<file path="src/rtl/data_bus_pkg.sv">
// Shared types and constants for the DATA/data_sb bus arbiter.
// Build option DATA_BUS_ARB_RR_EN selects round-robin arbitration (fixed priority otherwise).
package data_bus_pkg;

    typedef enum logic [1:0] {
        ST_IDLE   = 2'd0,
        ST_SETUP  = 2'd1,
        ST_STROBE = 2'd2,
        ST_GAP    = 2'd3
    } state_e;

    localparam int BUS_W      = 8;
    localparam int CH_SEL_BIT = 7;
    localparam int N_SRC      = 2;
    localparam int CNT_W      = 4;

    // Bit CH_SEL_BIT of a bus byte steers it to channel A (1) or channel B (0).
    function automatic logic is_chan_a(input logic [BUS_W-1:0] b);
        return b[CH_SEL_BIT];
    endfunction

endpackage

</file>
<file path="src/rtl/bus_pick.sv">
// Winner select for the two bus requesters, one-hot grant out.
// DATA_BUS_ARB_RR_EN adds a last-grant register and round-robin ties; otherwise source 0 wins ties.
module bus_pick
    import data_bus_pkg::*;
(
`ifdef DATA_BUS_ARB_RR_EN
    input  logic             clk,
    input  logic             rst,
    input  logic             take_i,
`endif
    input  logic             req0_i,
    input  logic             req1_i,
    output logic [N_SRC-1:0] gnt_o
);

`ifdef DATA_BUS_ARB_RR_EN
    // last_q = 1 means source 1 was granted most recently.
    logic last_q;
    logic last_d;

    always_comb begin
        gnt_o = '0;
        if (req0_i && req1_i) begin
            if (last_q) begin
                gnt_o = 2'b01;
            end else begin
                gnt_o = 2'b10;
            end
        end else if (req0_i) begin
            gnt_o = 2'b01;
        end else if (req1_i) begin
            gnt_o = 2'b10;
        end
    end

    always_comb begin
        last_d = last_q;
        if (take_i) begin
            last_d = gnt_o[1];
        end
    end

    always_ff @(posedge clk) begin
        if (rst) begin
            last_q <= 1'b1;
        end else begin
            last_q <= last_d;
        end
    end
`else
    always_comb begin
        gnt_o = '0;
        if (req0_i) begin
            gnt_o = 2'b01;
        end else if (req1_i) begin
            gnt_o = 2'b10;
        end
    end
`endif

endmodule

</file>
<file path="src/rtl/data_bus_arb.sv">
// Two-source arbiter/sequencer for the DATA/data_sb bus: setup cycle, strobe of SB_WIDTH, gap of GAP_CYCLES.
// Build option DATA_BUS_ARB_RR_EN selects round-robin arbitration in bus_pick.
module data_bus_arb
    import data_bus_pkg::*;
#(
    parameter int unsigned SB_WIDTH   = 1,
    parameter int unsigned GAP_CYCLES = 1
) (
    input  logic             clk,
    input  logic             rst,
    input  logic             req0,
    input  logic [BUS_W-1:0] data0,
    output logic             ack0,
    input  logic             req1,
    input  logic [BUS_W-1:0] data1,
    output logic             ack1,
    output logic [BUS_W-1:0] DATA,
    output logic             data_sb,
    output logic             busy
);

    // Counter reload values; the counter runs down to zero inside STROBE and GAP.
    localparam logic [CNT_W-1:0] SB_LOAD  = CNT_W'(SB_WIDTH - 1);
    localparam logic [CNT_W-1:0] GAP_LOAD = (GAP_CYCLES == 0) ? '0 : CNT_W'(GAP_CYCLES - 1);

    state_e           state_q;
    logic [CNT_W-1:0] cnt_q;
    logic [BUS_W-1:0] data_q;
    logic             sb_q;
    logic             ack0_q;
    logic             ack1_q;
    logic             busy_q;

    logic [N_SRC-1:0] gnt;
    logic             in_idle;

    assign in_idle = (state_q == ST_IDLE);

    bus_pick u_pick (
`ifdef DATA_BUS_ARB_RR_EN
        .clk    (clk),
        .rst    (rst),
        .take_i (in_idle && (req0 || req1)),
`endif
        .req0_i (req0 && in_idle),
        .req1_i (req1 && in_idle),
        .gnt_o  (gnt)
    );

    always_ff @(posedge clk) begin
        if (rst) begin
            state_q <= ST_IDLE;
            cnt_q   <= '0;
            data_q  <= '0;
            sb_q    <= 1'b0;
            ack0_q  <= 1'b0;
            ack1_q  <= 1'b0;
            busy_q  <= 1'b0;
        end else begin
            ack0_q <= 1'b0;
            ack1_q <= 1'b0;
            case (state_q)
                ST_IDLE: begin
                    if (gnt[0] || gnt[1]) begin
                        data_q  <= gnt[0] ? data0 : data1;
                        ack0_q  <= gnt[0];
                        ack1_q  <= gnt[1];
                        state_q <= ST_SETUP;
                        busy_q  <= 1'b1;
                    end
                end
                ST_SETUP: begin
                    state_q <= ST_STROBE;
                    sb_q    <= 1'b1;
                    cnt_q   <= SB_LOAD;
                end
                ST_STROBE: begin
                    if (cnt_q == '0) begin
                        sb_q <= 1'b0;
                        if (GAP_CYCLES == 0) begin
                            state_q <= ST_IDLE;
                            busy_q  <= 1'b0;
                        end else begin
                            state_q <= ST_GAP;
                            cnt_q   <= GAP_LOAD;
                        end
                    end else begin
                        cnt_q <= cnt_q - 1'b1;
                    end
                end
                ST_GAP: begin
                    if (cnt_q == '0) begin
                        state_q <= ST_IDLE;
                        busy_q  <= 1'b0;
                    end else begin
                        cnt_q <= cnt_q - 1'b1;
                    end
                end
                default: begin
                    state_q <= ST_IDLE;
                    sb_q    <= 1'b0;
                    busy_q  <= 1'b0;
                end
            endcase
        end
    end

    assign DATA    = data_q;
    assign data_sb = sb_q;
    assign ack0    = ack0_q;
    assign ack1    = ack1_q;
    assign busy    = busy_q;

endmodule

</file>
<file path="config.mk">
export PLATFORM = sky130hd
export DESIGN_NAME = data_bus_arb
export DESIGN_NICKNAME = d
export VERILOG_FILES = /design/src/rtl/data_bus_pkg.sv /design/src/rtl/bus_pick.sv /design/src/rtl/data_bus_arb.sv
export SDC_FILE = /design/constraint.sdc
export NUM_CORES = 1
export LEC_CHECK = 0
export ABC_AREA = 1
export BUFFER_PORTS_ARGS = -buffer_cell sky130_fd_sc_hd__buf_2
export CORE_MARGIN = 1.5
export CORE_UTILIZATION = 45
export CTS_CLUSTER_SIZE = 10
export DETAILED_ROUTE_END_ITERATION = 8
export PLACE_DENSITY = 0.72
export SYNTH_ARGS = -nofsm -noshare
export SYNTH_HDL_FRONTEND = slang
export SYNTH_SLANG_ARGS = --single-unit
</file>
<file path="constraint.sdc">
create_clock -name clk -period 1.7 [get_ports clk]
set_input_delay 0.17 -clock clk [delete_from_list [all_inputs] [get_ports clk]]
set_output_delay 0.17 -clock clk [all_outputs]
set_load 0.02 [all_outputs]
</file>
Word-level counts from Yosys, hierarchy flattened --
Index checks and enable logic that the tools add are counted.
Storage, ports and cells: latch bits 0, register bits 18, memory bits (read-only) 0, word-level logic and storage cells 45, input bits 20, RAM bits 0, output and inout bits 12, memories 0
Operators by class: bitwise gates (word level) 2, $lt $le $gt $ge 0, multiplexer cells 14, multipliers 0, reduce and logical (&&, ||, !) cells 14, add/sub/neg operators 1, divide/modulo/power cells 0, equal/unequal tests 7, shift-type cells 0
Operators by type and width (number):
- 4-bit one-hot mux with 3 select lines | 1
- 2-bit two-way mux | 5
- 4-bit two-way mux | 2
- 8-bit two-way mux | 1
- 2-bit one-hot mux with 4 select lines | 1
- 2-bit inequality test (second input constant) | 3
- 2-bit AND reduction | 3
- 3-bit AND reduction | 2
- 2-bit == test (second input constant) | 2
- 4-bit zero test | 1
- 1-bit one-hot mux with 2 select lines | 2
- 2-bit nonzero test | 2
- 4-bit by 1-bit subtractor with 4-bit output (second input constant) | 1
- 3-bit nonzero test | 1
- 3-bit OR reduction | 1
- 2-bit by 1-bit == test with 1-bit output (second input constant) | 1
- 1-bit logical AND | 2
- 2-bit zero test | 1
- 1-bit two-way mux | 2
- 2-bit by 1-bit inequality test with 1-bit output (second input constant) | 1
- 1-bit inverter | 2
- 1-bit logical OR | 1

Longest topological paths before layout --
Gate-level depths: netlist (run 1).
word-level depth 7, gate-level depth with buffers 9, gate-level depth less buffers 9

By module --
A second synthesis (run 1) with hierarchy kept.
Second synthesis, totals: cell total of the unflattened synthesis 145, area total of the unflattened synthesis 965.9 um^2
Modules (own cells, without submodules):
- data_bus_arb | area each 948.4 um^2, cells an instance 142, times used 1, sequential area each 360.3 um^2
- bus_pick | area each 17.5 um^2, cells an instance 3, times used 1, sequential area each 0.0 um^2

Least setup slack after synthesis (run 1) --
No wires, ideal clock.
kind register to register, start register state_q[0], end register data_q[1] (netlist: DATA[1]), path slack 457 ps, buffers on the path 0, clock period less this slack 1243 ps, stages on the path, launching flop included 10, setup time 56 ps, arrival 1187 ps, data required time 1644 ps, cells stage by stage dfxtp_1 > inv_1 > ha_1 > nand2_2 > nand2_4 > inv_2 > nand2_1 > nand3_1 > nand2_1 > inv_1
On the way: longest elaborated chain between the ends 6, elaborated cells on any way between the ends 8, classes of those cells mux: 3; reduce/logical: 5
Ends and longest elaborated chain:
- from (decl) | line data_bus_arb.sv:26 | state_e state_q;
- from (signal assigned) | line data_bus_arb.sv:52 | state_q <= ST_IDLE;
- from (signal assigned) | line data_bus_arb.sv:68 | state_q <= ST_SETUP;
- from (signal assigned) | line data_bus_arb.sv:73 | state_q <= ST_STROBE;
- 2-bit zero test (*) | line data_bus_arb.sv:37, data_bus_arb.sv:62
- 1-bit logical AND | line data_bus_arb.sv:46 | .req1_i (req1 && in_idle),
- 2-bit two-way mux | line bus_pick.sv:55 | end else if (req1_i) begin
- 2-bit two-way mux | line bus_pick.sv:53 | if (req0_i) begin
- 1-bit logical OR | line data_bus_arb.sv:64 | if (gnt[0] || gnt[1]) begin
- 2-bit AND reduction (no line)
- to (signal assigned) | line data_bus_arb.sv:65 | data_q <= gnt[0] ? data0 : data1;
- to (decl) | line data_bus_arb.sv:28 | logic [BUS_W-1:0] data_q;
Every way passes the cells marked *; elsewhere a longest branch is shown, timed or not. A chain may end at the register's enable or synchronous reset.

Worst setup path in the final report (run 1) --
start register state_q[0], end register data_q[3] (netlist: DATA[3])
Same word-level chain as after synthesis.

==> results_dict.tcl, run 1 <==
set metrics [dict create \
    rr_worst_depth 7 \
    rsz0062_at_grt "false" \
    cp.arrival_ps 1670 \
    peakVddDrop_mv 0.9981 \
    pre_cts_ws_ps 295.1 \
    maxSlewViolCount 0 \
    yosysTopAreaCell "dfxtp_1" \
    synth_cells 130 \
    ctsHtreeMaxLevel 1 \
    dp_cells 187 \
    switching_power_mw 0.9566 \
    ys_types 21 \
    powerDensity_nw_per_um2 1738 \
    start_kind "flop" \
    synthToLayoutAreaGrowth_pct 22.78 \
    slowest_delay_ps 400 \
    p_comb_share_pct 55.5 \
    cts-resized-gates 0 \
    busiest_layer "met2" \
    path_buf_inv 2 \
    p_int_mw 1.118 \
    min_path_cells 2 \
    grt-ovfl-total 0 \
    required_ps 1930 \
    share_seq_of_total_power_pct 31.5 \
    setup_ws_ps 257.0 \
    holdBufCountCts 0 \
    die_w_um 49.48 \
    critical_path.top_delay_family "flip-flops" \
    total_power_mw 2.075 \
    numCtsBuffers 3 \
    first_global_vias 805 \
    seq_area_frac_synth_pct 37.07 \
    antenna_found_initial 0 \
    hold_slack_ps 78.15 \
    r2r-start "state_q[0]$_SDFFE_PP0P_" \
    reg2reg_slack_ps 260 \
    netlist_area_um2 972.2 \
    use_met2_pct 27.93 \
    fin_area_um2 1194 \
    dp_hpwl_mm 1.610 \
    hold_start "req0" \
    drt-vias-per-instance 4.723 \
    grtUsageMet3_pct 3.030 \
    max_freq_mhz 693.0 \
    multi_input_area_um2 536.8 \
    place_congestion 0.8001 \
    clk_latency_ps 300 \
    design.core.area_um2 2002 \
    yosysWarnings 0 \
    cts_tree "done" \
    clk_pin_slew_worst_paths_ps 110 \
    cp_slowest_cell "dfxtp_1" \
    max_slew_margin_pct 82.23 \
    tns_ps 0 \
    status "finished clean" \
    die_area_um2 2448 \
    layout-drive-gt1-share_pct 29.27 \
    grt_max_degree 12 \
    clkSinkCount 18 \
    synth_fp_nets 157 \
    worstPathCellList "inv_1, ha_1, nand2_2, nand2_4, inv_2, nand2_1, a21oi_1" \
    hold-path-endpoint "ack1$_SDFF_PP0_" \
    drt_pass1_iterations 4 \
    start_util_pct 48.56 \
    p_sw_share_pct 46.11 \
    hold_viol 0 \
    placed_area_um2 1157 \
    drt_iter0_drc 11 \
    rows 16 \
    finalSetupViolCount 0 \
    synth_seq_cells 18 \
    route.vias.total 902 \
    wl_mm 2.006 \
    timing.rr.end "DATA[3]$_SDFFE_PP0P_" \
    p_leak_nw 0.6127 \
    grt_usage_pct 17.70 \
    netlist.area_leader.share_pct 37.07 \
    fin_cells 191 \
    n_fill_cell 194 \
    synth_area_leaders "dfxtp_1 37%, nand2_1 10%, ha_1 9.0%" \
    grt_pass1_wl_mm 3.367 \
    cts_root_buf "clkbuf_4" \
    die_h_um 49.48 \
    max_cap_viol_count 0 \
    post-route-drc-count 0 \
    crit_type "reg2reg" \
    port_buffers 31 \
    n_antenna_cell 0 \
    hp-class "in2reg" \
    worst_pin_slew_ps 266.3 \
    wl_per_cell_um 10.50 \
    ant_nets 0 \
    finalCriticalPeriod_ps 1443 \
    register_area_um2 360.3 \
    power_frac_clock_pct 13.0 \
    path_max_fanout 9 \
    fin_nets 192 \
    clock_tree.buffer_depth 2 \
    fin_worst_skew_ps 3.872 \
    final_util_pct 59.62 \
    synth_area_per_cell_um2 7.478 \
    cp-end-kind "flop" \
    period_share_pct 84.88 \
    ios 32 \
    post_cts.repair.setup_buffers 0 \
    grt_use_met1_pct 22.77 \
]
cells in the mapped netlist (all sizes together):
master / instances
inv: 19
nand3b: 1
nand3: 12
o21ai: 2
nor2: 12
nand2: 32
clkbuf: 1
or2: 6
nand4: 2
dfxtp: 18
o211ai: 6
ha: 7
nor3: 2
a21oi: 10
metal layers:
| metal | part of all wire [%] | vias to the layer above |
|---|---|---|
| met5 | 0 | - |
| met4 | 2.3 | 0 |
| li1 | - | 491 |
| met1 | 48 | 390 |
| met3 | 3.0 | 5 |
| met2 | 47 | 16 |
cells in the final DEF, fill, tap and decap left out, types with 2 or more instances in the layout:
cell type,count
a21oi_1,10
buf_2,31
clkbuf_4,3
dfxtp_1,18
ha_1,7
inv_1,17
inv_2,2
nand2_1,26
nand2_2,4
nand2_4,2
nand3_1,10
nand4_1,2
nor2_1,10
nor2_2,2
nor3_1,2
o211ai_1,6
or2_0,6
sequential cells by signal, summed over array words and instances (netlist names):
register and cells:
DATA 8, ack0 1, ack1 1, busy 1, cnt_q 4, data_sb 1, state_q 2
power groups by stage:
stage | clock (mW) | sequential (mW) | combinational, mW
finish | 0.269 | 0.653 | 1.15
global route | 0.299 | 0.669 | 1.31
CTS | 0.271 | 0.654 | 1.16
detailed placement | 0 | 0.664 | 1.16
global placement | 0 | 0.658 | 1.13
floorplan | 0 | 0.742 | 0.825
how the worst max path moves through the flow:
stage | from | endpoint | slack (ps) | depth (start not counted)
2_1_floorplan | state_q[0]$_SDFFE_PP0P_ | DATA[1]$_SDFFE_PP0P_ | 460 | 9
3_3_place_gp | state_q[0]$_SDFFE_PP0P_ | DATA[5]$_SDFFE_PP0P_ | 360 | 7
3_5_place_dp | state_q[0]$_SDFFE_PP0P_ | DATA[3]$_SDFFE_PP0P_ | 300 | 7
4_1_cts | state_q[0]$_SDFFE_PP0P_ | DATA[3]$_SDFFE_PP0P_ | 260 | 7
5_1_grt | state_q[0]$_SDFFE_PP0P_ | DATA[7]$_SDFFE_PP0P_ | 90 | 7
6_report | state_q[0]$_SDFFE_PP0P_ | DATA[3]$_SDFFE_PP0P_ | 260 | 7
area by class of cell:
| class | count | area share [%] |
|---|---|---|
| Multi-Input combinational cell | 92 | 44.97 |
| Sequential cell | 18 | 30.19 |
| Tap cell | 27 | 2.830 |
| Inverter | 19 | 5.975 |
| Timing Repair Buffer | 31 | 13.00 |
| Clock buffer | 4 | 3.040 |
kinds of logic (layout without fill, tap and decap cells):
kind of cell | count (synthesis) | in the layout | share of synthesized area (%)
and+or+nand+nor | 67 | 67 | 35.01
buffers and inverters | 20 | 54 | 7.722
AOI/OAI and AO/OA | 18 | 18 | 11.20
DFF | 18 | 18 | 37.07
adders and majority gates | 7 | 7 | 9.009
Note: power is estimated with default switching activity, not from simulation.
==> run 2: changes to the inputs <==
--- a/config.mk
+++ b/config.mk
@@ -8,10 +8,10 @@
 export ABC_AREA = 1
 export BUFFER_PORTS_ARGS = -buffer_cell sky130_fd_sc_hd__buf_2
 export CORE_MARGIN = 1.5
-export CORE_UTILIZATION = 45
+export CORE_UTILIZATION = 44
 export CTS_CLUSTER_SIZE = 10
 export DETAILED_ROUTE_END_ITERATION = 8
-export PLACE_DENSITY = 0.72
+export PLACE_DENSITY = 0.74
 export SYNTH_ARGS = -nofsm -noshare
 export SYNTH_HDL_FRONTEND = slang
 export SYNTH_SLANG_ARGS = --single-unit
==> constraint.sdc (replaced) <==
create_clock -name clk -period 1.3 [get_ports clk]
set_input_delay 0.13 -clock clk [delete_from_list [all_inputs] [get_ports clk]]
set_output_delay 0.13 -clock clk [all_outputs]
set_load 0.02 [all_outputs]
==> results_dict.tcl, run 2 (synthesis gave the netlist of run 1 again) <==
set metrics [dict create \
    die_area_um2 2501 \
    fin_worst_skew_ps 1.620 \
    setup_ws_ps 50.98 \
    fin_nets 196 \
    die_w_um 50.01 \
    drt_iter0_drc 15 \
    wl_mm 2.116 \
    design.core.area_um2 2022 \
    grt_max_degree 12 \
    cts_root_buf "clkbuf_4" \
    period_share_pct 96.08 \
    hp-class "in2reg" \
    finalSetupViolCount 0 \
    slowest_delay_ps 350 \
    finalCriticalPeriod_ps 1249 \
    placed_area_um2 1180 \
    cts_tree "done" \
    wl_per_cell_um 10.91 \
    final_util_pct 61.88 \
    largest_register_ffs 8 \
    numCtsBuffers 3 \
    status "finished clean" \
    final_common_cell "buf_2" \
    die_h_um 50.01 \
    ios 32 \
    cp_slowest_cell "dfxtp_2" \
    worst_pin_slew_ps 245.3 \
    hold_viol 0 \
    grt_usage_pct 17.27 \
    powerDensity_nw_per_um2 2274 \
    post-route-drc-count 0 \
    grt-ovfl-total 0 \
    drt-vias-per-instance 4.773 \
    drt_pass1_iterations 4 \
    clk_latency_ps 280 \
    max_freq_mhz 800.6 \
    path_max_fanout 3 \
    start_util_pct 48.08 \
    reg2reg_slack_ps 50 \
    required_ps 1480 \
    ant_nets 0 \
    final_cell_mix "31 x buf_2, 26 x nand2_1, 16 x dfxtp_1" \
    port_buffers 31 \
    peakVddDrop_mv 1.293 \
    grt_pass1_wl_mm 3.394 \
    start_kind "flop" \
    maxSlewViolCount 0 \
    crit_type "reg2reg" \
    route.vias.total 926 \
    cp-end-kind "flop" \
    worstPathCellList "buf_4, ha_1, buf_4, nor2_1, nand3_1, nand2_1, nor2_1" \
    rows 16 \
    cp.arrival_ps 1430 \
    synthToLayoutAreaGrowth_pct 28.70 \
    pre_cts_ws_ps -102.2 \
    n_antenna_cell 0 \
    holdBufCountCts 0 \
    max_cap_viol_count 0 \
    hold_slack_ps 78.71 \
    ctsHtreeMaxLevel 1 \
    dp_hpwl_mm 1.688 \
    clk_pin_slew_worst_paths_ps 100 \
    n_fill_cell 177 \
    tns_ps 0 \
    clkSinkCount 18 \
    layout-drive-gt1-share_pct 35.93 \
    place_congestion 0.8373 \
    first_global_vias 849 \
    max_slew_margin_pct 83.65 \
    clock_tree.buffer_depth 2 \
    p_leak_nw 0.6314 \
    fin_area_um2 1251 \
    antenna_found_initial 0 \
]
run 2: cell types whose count changed in the layout (fill, tap and decap cells not counted), sizes merged:
cell    previous run  this run
buf               31        35
clkbuf             4         3
run 2: stage by stage:
step | power, mW | cells
6_report | 2.845 | 194
2_1_floorplan | 2.049 | 130
3_5_place_dp | 2.440 | 190
4_1_cts | 2.781 | 193
5_1_grt | 3.101 | 194
3_3_place_gp | 2.375 | 190
run 2: final cells by class:
type	instances	area, um^2	share of cell area [%]
Sequential cell	18	362.8	29.00
Clock buffer	3	22.52	1.800
Inverter	19	73.82	5.900
Tap cell	27	33.78	2.700
Timing Repair Buffer	35	185.2	14.80
Multi-Input combinational cell	92	573.1	45.80
run 2: critical path: cells and delay by family (launching register included):
family / cells / cell delay [ps]
DFF: 1 / 350
and+or+nand+nor: 4 / 300
buffers and inverters: 2 / 290
adders and majority gates: 1 / 220
run 2: path summary, 6_finish.rpt:
kind                                         startpoint                 endpoint  depth (start not counted)
worst max-delay path            state_q[1]$_SDFFE_PP0P_  state_q[0]$_SDFFE_PP0P_                          7
worst min-delay path                               req0          ack1$_SDFF_PP0_                          2
worst max register to register  state_q[1]$_SDFFE_PP0P_  state_q[0]$_SDFFE_PP0P_                          7
worst min register to register     DATA[3]$_SDFFE_PP0P_     DATA[3]$_SDFFE_PP0P_                          2
run 2: power by group:
part | internal (mW) | switching [mW]
registers | 0.745 | 0.114
clock network | 0.107 | 0.159
logic | 0.676 | 1.04
total | 1.53 | 1.32
run 2: timing repair:
| item | CTS | global route |
|---|---|---|
| gates resized for setup | 5 | 8 |
| pin swaps | 1 | 1 |
| buffers inserted | 0 | 1 |
| setup endpoints to repair | 11 | 14 |
run 2: layer usage:
layer / share of wire [%] / global-route usage [%] / wire length [um] / up-vias
li1: - / - / - / 500
met1: 45 / 21.60 / 958 / 409
met2: 51 / 29.17 / 1076 / 15
met3: 2.9 / 2.727 / 61 / 2
met4: 0.90 / 6.944 / 19 / 0
met5: 0 / 0 / 0 / -
